==> src/rtl/aud_recorder.sv <==
// I2S ADC capture: deserialises 16-bit left-channel samples on BCLK and emits them with SRAM
// write addresses. Define AUD_REC_STEREO_EN to also capture right-channel samples (L even, R odd).
module aud_recorder #(
  parameter int unsigned DATA_W = 16,
  parameter int unsigned ADDR_W = 20,
  parameter logic [ADDR_W-1:0] MAX_ADDR = 20'hFFFFF
) (
  input  logic              i_bclk,
  input  logic              i_rst,
  input  logic              i_lrc,
  input  logic              i_start,
  input  logic              i_pause,
  input  logic              i_stop,
  input  logic              i_aud_adcdat,
  output logic [DATA_W-1:0] o_data,
  output logic [ADDR_W-1:0] o_address,
  output logic              o_valid,
  output logic [ADDR_W:0]   o_len,
  output logic              o_full,
  output logic              o_busy
);

  localparam int unsigned CntW = $clog2(DATA_W);

  localparam logic [2:0] StIdle   = 3'd0;
  localparam logic [2:0] StWaitL  = 3'd1;
  localparam logic [2:0] StRecv   = 3'd2;
  localparam logic [2:0] StStore  = 3'd3;
  localparam logic [2:0] StPaused = 3'd4;
  localparam logic [2:0] StDone   = 3'd5;
`ifdef AUD_REC_STEREO_EN
  localparam logic [2:0] StWaitR  = 3'd6;
`endif

  logic [2:0]        state_q, state_d;
  logic              lrc_prev_q, lrc_prev_d;
  logic [CntW-1:0]   cnt_q, cnt_d;
  logic [DATA_W-1:0] sr_q, sr_d;
  logic [DATA_W-1:0] data_q, data_d;
  logic [ADDR_W-1:0] addr_q, addr_d;
  logic [ADDR_W-1:0] ptr_q, ptr_d;
  logic [ADDR_W:0]   len_q, len_d;
  logic              full_q, full_d;
  logic              valid_q, valid_d;
`ifdef AUD_REC_STEREO_EN
  logic              chan_q, chan_d;
  logic              right_start;
  assign right_start = ~lrc_prev_q & i_lrc;
`endif

  logic left_start;
  assign left_start = lrc_prev_q & ~i_lrc;

  always_comb begin
    state_d    = state_q;
    lrc_prev_d = i_lrc;
    cnt_d      = cnt_q;
    sr_d       = sr_q;
    data_d     = data_q;
    addr_d     = addr_q;
    ptr_d      = ptr_q;
    len_d      = len_q;
    full_d     = full_q;
    valid_d    = 1'b0;
`ifdef AUD_REC_STEREO_EN
    chan_d     = chan_q;
`endif
    // Stop wins over everything; a partially shifted sample is simply dropped.
    if (i_stop) begin
      state_d = StIdle;
    end else begin
      case (state_q)
        StIdle: begin
          if (i_start) begin
            state_d = StWaitL;
            ptr_d   = '0;
            len_d   = '0;
            full_d  = 1'b0;
          end
        end
        StWaitL: begin
          if (left_start) begin
            state_d = StRecv;
            cnt_d   = '0;
`ifdef AUD_REC_STEREO_EN
            chan_d  = 1'b0;
`endif
          end else if (i_pause && !i_start) begin
            state_d = StPaused;
          end
        end
`ifdef AUD_REC_STEREO_EN
        StWaitR: begin
          if (right_start) begin
            state_d = StRecv;
            cnt_d   = '0;
            chan_d  = 1'b1;
          end
        end
`endif
        StRecv: begin
          sr_d  = {sr_q[DATA_W-2:0], i_aud_adcdat};
          cnt_d = cnt_q + CntW'(1);
          if (cnt_q == CntW'(DATA_W - 1)) begin
            state_d = StStore;
          end
        end
        StStore: begin
          data_d  = sr_q;
          addr_d  = ptr_q;
          valid_d = 1'b1;
          ptr_d   = ptr_q + ADDR_W'(1);
          len_d   = len_q + (ADDR_W + 1)'(1);
          if (ptr_q == MAX_ADDR) begin
            state_d = StDone;
            full_d  = 1'b1;
`ifdef AUD_REC_STEREO_EN
          end else if (!chan_q) begin
            state_d = StWaitR;
`endif
          end else if (i_pause) begin
            state_d = StPaused;
          end else begin
            state_d = StWaitL;
          end
        end
        StPaused: begin
          if (!i_pause && i_start) begin
            state_d = StWaitL;
          end
        end
        StDone: begin
          state_d = StDone;
        end
        default: state_d = StIdle;
      endcase
    end
  end

  always_ff @(posedge i_bclk) begin
    if (i_rst) begin
      state_q    <= StIdle;
      lrc_prev_q <= 1'b0;
      cnt_q      <= '0;
      sr_q       <= '0;
      data_q     <= '0;
      addr_q     <= '0;
      ptr_q      <= '0;
      len_q      <= '0;
      full_q     <= 1'b0;
      valid_q    <= 1'b0;
`ifdef AUD_REC_STEREO_EN
      chan_q     <= 1'b0;
`endif
    end else begin
      state_q    <= state_d;
      lrc_prev_q <= lrc_prev_d;
      cnt_q      <= cnt_d;
      sr_q       <= sr_d;
      data_q     <= data_d;
      addr_q     <= addr_d;
      ptr_q      <= ptr_d;
      len_q      <= len_d;
      full_q     <= full_d;
      valid_q    <= valid_d;
`ifdef AUD_REC_STEREO_EN
      chan_q     <= chan_d;
`endif
    end
  end

  assign o_data    = data_q;
  assign o_address = addr_q;
  assign o_valid   = valid_q;
  assign o_len     = len_q;
  assign o_full    = full_q;
  assign o_busy    = (state_q != StIdle) && (state_q != StDone);

endmodule
==> config.mk <==
export PLATFORM = sky130hd
export DESIGN_NAME = aud_recorder
export DESIGN_NICKNAME = d
export VERILOG_FILES = /design/src/rtl/aud_recorder.sv
export SDC_FILE = /design/constraint.sdc
export NUM_CORES = 1
export LEC_CHECK = 0
export ABC_AREA = 0
export CORE_MARGIN = 4
export CORE_UTILIZATION = 50
export DETAILED_ROUTE_END_ITERATION = 10
export PLACE_DENSITY = 0.75
export SKIP_CTS_REPAIR_TIMING = 1
export SYNTH_ARGS = -nofsm -noshare
export SYNTH_HDL_FRONTEND = slang
export SYNTH_SLANG_ARGS = --single-unit
==> constraint.sdc <==
create_clock -name i_bclk -period 2.97 [get_ports i_bclk]
set_input_delay 0.891 -clock i_bclk [delete_from_list [all_inputs] [get_ports i_bclk]]
set_output_delay 0.891 -clock i_bclk [all_outputs]
set_load 0.03 [all_outputs]
After elaboration in Yosys (flattened, before gate mapping). Index checks and enable logic that the tools add are counted.

Register bits: 103. Input bits: 7. Word-level logic and storage cells: 64.

$add $sub $neg: 3. Eq/ne operators: 14. Muxes and demuxes: 18. Bitwise logic cells: 3. Reductions and logical operators: 16.

Operators by type and width (number): case mux 21 bit (2 select lines) (1); case mux 20 bit (2 select lines) (1); adder 21 x 1 -> 21 bit (second input constant) (1); two-way mux 21 bit (1); two-way mux 3 bit (7); adder 20 x 1 -> 20 bit (second input constant) (1); == test 20 bit (second input constant) (1); two-way mux 20 bit (1); case mux 3 bit (6 select lines) (1); != test 2 bit (second input constant) (5); case mux 4 bit (2 select lines) (1); AND reduction 4 bit (2); == test 3 x 2 -> 1 bit (second input constant) (2); == test 3 bit (second input constant) (2); != test 3 bit (second input constant) (2); AND reduction 3 bit (2); adder 4 x 1 -> 4 bit (second input constant) (1); == test 4 bit (second input constant) (1); two-way mux 4 bit (1); AND reduction 2 bit (2); nonzero test 2 bit (2); == test 3 x 1 -> 1 bit (second input constant) (1); logical AND 1 bit (3); logical NOT 3 bit (1); 7 further kinds (11).

Depth between registers and ports, before layout.
Depth after elaboration: 5. Depth in mapped cells: 7.

Worst setup path before layout. OpenSTA, ideal clock, no wires.

Path kind: in2reg. Start: in i_start. End: reg ptr_q[17]. Setup time: 70 ps. Arrival: 2382 ps. Data required time: 2900 ps. Slack: 518 ps. Cell stages on the path: 5. Path through: or3b_1 -> buf_2 -> a2111o_1 -> or4_1 -> a21oi_1.

Word-level cells in the longest chain between the ends: 2.

Ends and longest elaborated chain: from (decl) (line 11) `input logic i_start,`; != test 2 bit (no source line); AND reduction 3 bit (no source line); to (signal assigned) (line 162) `ptr_q <= ptr_d;`; to (decl) (line 41) `logic [ADDR_W-1:0] ptr_q, ptr_d;`.

Every way passes these cells. A chain may end at the register's enable or synchronous reset.

Final worst setup path.
Start: reg state_q[0]. End: out o_busy.

Word-level cells in the longest chain between the ends: 2. Elaborated cells on any way between the ends: 3. Those cells by class: 1 x eq/ne; 2 x reduce/logical.

Ends and longest elaborated chain: from (decl) (line 35) `logic [2:0] state_q, state_d;`; from (signal assigned) (line 142) `state_q <= StIdle;`; from (signal assigned) (line 156) `state_q <= state_d;`; != test 3 bit / nonzero test 3 bit (equally long branches) (line 177) `assign o_busy = (state_q != StIdle) && (state_q != StDone);`; logical AND 1 bit (*) (line 177); to (decl) (line 20) `output logic o_busy`.

Every way passes the cells marked *; elsewhere a longest branch is shown, timed or not.

==> flow_metrics.env <==
export IMPL_grt_setup_unrepaired="false"
export IMPL_antenna_found_initial=0
export IMPL_cts_sinks=103
export IMPL_worstPathArrival_ns=1.84
export IMPL_coreArea_mm2=0.008299
export IMPL_layout_setup_ws_ns=0.2434
export IMPL_powerDensity_mw_per_mm2=448.2
export IMPL_seq_area_frac_synth=0.4807
export IMPL_ir_drop_mv=0.3664
export IMPL_pwr_share_seq=0.580
export IMPL_cts_root_buf="clkbuf_8"
export IMPL_synth_area_leader_cell="dfxtp_1"
export IMPL_finalCriticalPeriod_ns=2.727
export IMPL_drcViolationCount=0
export IMPL_drt_iter0_markers=194
export IMPL_synth_main_ff_cell="dfxtp_1"
export IMPL_cp_slowest_cell="clkdlybuf4s50_1"
export IMPL_critical_path_buf_inv_count=1
export IMPL_htree_levels=3
export IMPL_grt_overflow_total=0
export IMPL_internal_power_mw=1.827
export IMPL_clock_skew_ns=0.009156
export IMPL_yosysWarnings=0
export IMPL_p_leak_nw=1.708
export IMPL_clkTransAtPathRegs_ns=0.10
export IMPL_hold_path_class="reg2reg"
export IMPL_hold_violations=0
export IMPL_wl_met1_mm=4.364
export IMPL_vias=3931
export IMPL_drv_slew=0
export IMPL_hpwl_mm=6.851
export IMPL_die_h_um=100.6
export IMPL_wl_met2_mm=5.052
export IMPL_layout_nets=604
export IMPL_clk_path_buf_depth=2
export IMPL_synth_top_cell_area_share=0.4807
export IMPL_fin_cells=704
export IMPL_fmax_mhz=366.8
export IMPL_grt_use_total=0.2051
export IMPL_endpoint_kind="primary output"
export IMPL_io_pins=67
export IMPL_netlist_area_mm2=0.004289
export IMPL_via_per_inst=5.584
export IMPL_syn_area_per_cell_um2=8.093
export IMPL_clock_latency_ns=0.36
export IMPL_setup_tns_ns=0
export IMPL_n_antenna_cell=0
export IMPL_grt_pass1_wl_mm=17.04
export IMPL_dp_cells=688
export IMPL_outcome="finished, final reports clean"
export IMPL_crit_path_max_incr_delay_ns=0.67
export IMPL_synth_seq_cells=103
export IMPL_num_rows=33
export IMPL_numCtsBuffers=9
export IMPL_avgRoutedWirePerCell_um=14.24
export IMPL_post_route_period_util=0.9180
export IMPL_start_kind="flop"
export IMPL_ant_nets=0
export IMPL_drt_pass1_iterations=4
export IMPL_cts_tree="done"
export IMPL_areaGrowthSynthToFinish_pct=24.62
export IMPL_path_class="reg2out"
export IMPL_netlist_instances=530
export IMPL_worstMarginPinSlew_ns=0.5253
export IMPL_crit_family="buffers and inverters"
export IMPL_synthTopCellsByCount="119 x nand2_1, 103 x dfxtp_1, 85 x a21oi_1, 27 x clkbuf_1, 27 x nor2_1"
export IMPL_portBuffers=66
export IMPL_top_layer_used="met4"
export IMPL_post_route_cells_drive_above_1_share=0.07846
export IMPL_swShare=0.2375
export IMPL_path_cells="nand2b_1 > nand3b_1 > clkdlybuf4s50_1"
export IMPL_synth_edf_count=0
export IMPL_drt_total_wl_mm=10.03
export IMPL_die_area_mm2=0.01012
export IMPL_p_clk_frac=0.382
export IMPL_slew_headroom=0.6498
export IMPL_met3WireLength_um=501
export IMPL_start_util=0.5168
export IMPL_gp_congestion=0.8516
export IMPL_place_ws_ns=-0.08459
export IMPL_combPwrFrac=0.038
export IMPL_maxCapViolations=0
export IMPL_crit_required_ns=2.08
export IMPL_finalSetupViolations=0
export IMPL_synthArstFlopShare=0
export IMPL_fp_dieW_um=100.6
export IMPL_p_switching_mw=0.5689
export IMPL_crit_fanout=15
export IMPL_ys_top_cells_by_area="dfxtp_1 48%, nand2_1 10%, a21oi_1 9.9%, or3_1 2.8%, o21ai_0 2.6%"
export IMPL_synth_distinct_cells=47
export IMPL_ff2ff_setup_slack_ns=0.71
export IMPL_synthesis_nets=540
export IMPL_grt_max_degree=53
export IMPL_grt_pass1_vias=3655
export IMPL_yosysMostFrequentCell="nand2_1"
[metal layers]
metal / vias up / global-route usage
li1: 1980 / -
met1: 1868 / 0.2573
met2: 74 / 0.3524
met3: 9 / 0.05398
met4: 0 / 0.04663
met5: - / 0
[state kept, by name, summed over array words and instances, names as in the netlist]
register	cells
o_address	20
o_data	16
sr_q	16
lrc_prev_q	1
ptr_q	20
o_valid	1
o_full	1
cnt_q	4
state_q	3
o_len	21
[cell type report]
cell class,instances,area [um^2]
fill,747,2954
multi-input combinational,386,2071
sequential,103,2064
timing repair buffer,87,838.3
tap,105,131.4
clock buffer,9,123.9
clock inverter,7,90.09
inverter,7,26.28
[cells by family after synthesis]
logic type,count (synthesis),share of synthesized area
fa+ha+maj,3,0.008752
buf+inv,41,0.03763
xor+xnor,13,0.02655
flops,103,0.4807
simple gates,235,0.2690
mux,1,0.002334
compound gates,134,0.1750
[path summary, 6_finish.rpt]
path / cells after the start / to / from
worst max register to register: 6 / ptr_q[9] / state_q[1]
worst min-delay path: 2 / o_data[15] / sr_q[15]
worst min register to register: 2 / o_data[15] / sr_q[15]
worst max-delay path: 3 / o_busy / state_q[0]
[worst min-delay path, stage by stage, from the launching register on]
cell and delay [ns]:
dfxtp_1 0.32, nand2_1 0.05, a21oi_1 0.05
[stage by stage]
stage               power (mW)  hold WS [ns]  cell area (um^2)    util
floorplan                1.472        0.4322              4289       -
global placement         1.509        0.4444              5129  0.6180
detailed placement       1.511        0.4476              5129  0.6180
CTS                      2.430        0.4636              5343  0.6438
global route             2.490        0.4816              5345  0.6441
finish                   2.396        0.4593              5345  0.6441
[power by group through the flow]
stage | clock [mW] | sequential (mW) | combinational (mW)
final | 0.915 | 1.39 | 0.0911
after global routing | 1.00 | 1.39 | 0.0996
after CTS | 0.949 | 1.39 | 0.0913
after detailed placement | 0 | 1.42 | 0.0907
after global placement | 0 | 1.42 | 0.0888
after floorplan | 0 | 1.42 | 0.0559
[cells in the final DEF, fill, tap and decap left out, types with 3 or more instances in the layout]
cell type	count
xnor2_1	6
nor2_1	27
nand2_1	119
nand4_1	11
xor2_1	7
o21ai_0	22
and4_1	5
dfxtp_1	101
a21oi_1	85
clkdlybuf4s50_1	65
o31ai_1	7
a211oi_1	3
nor2b_1	3
clkbuf_8	9
and3_1	3
ha_1	3
inv_1	7
or4_1	9
or3_1	19
o211ai_1	5
buf_4	19
or2_2	3
o2111ai_1	3
nand3_1	12
Note: power is estimated with default switching activity, not from simulation.
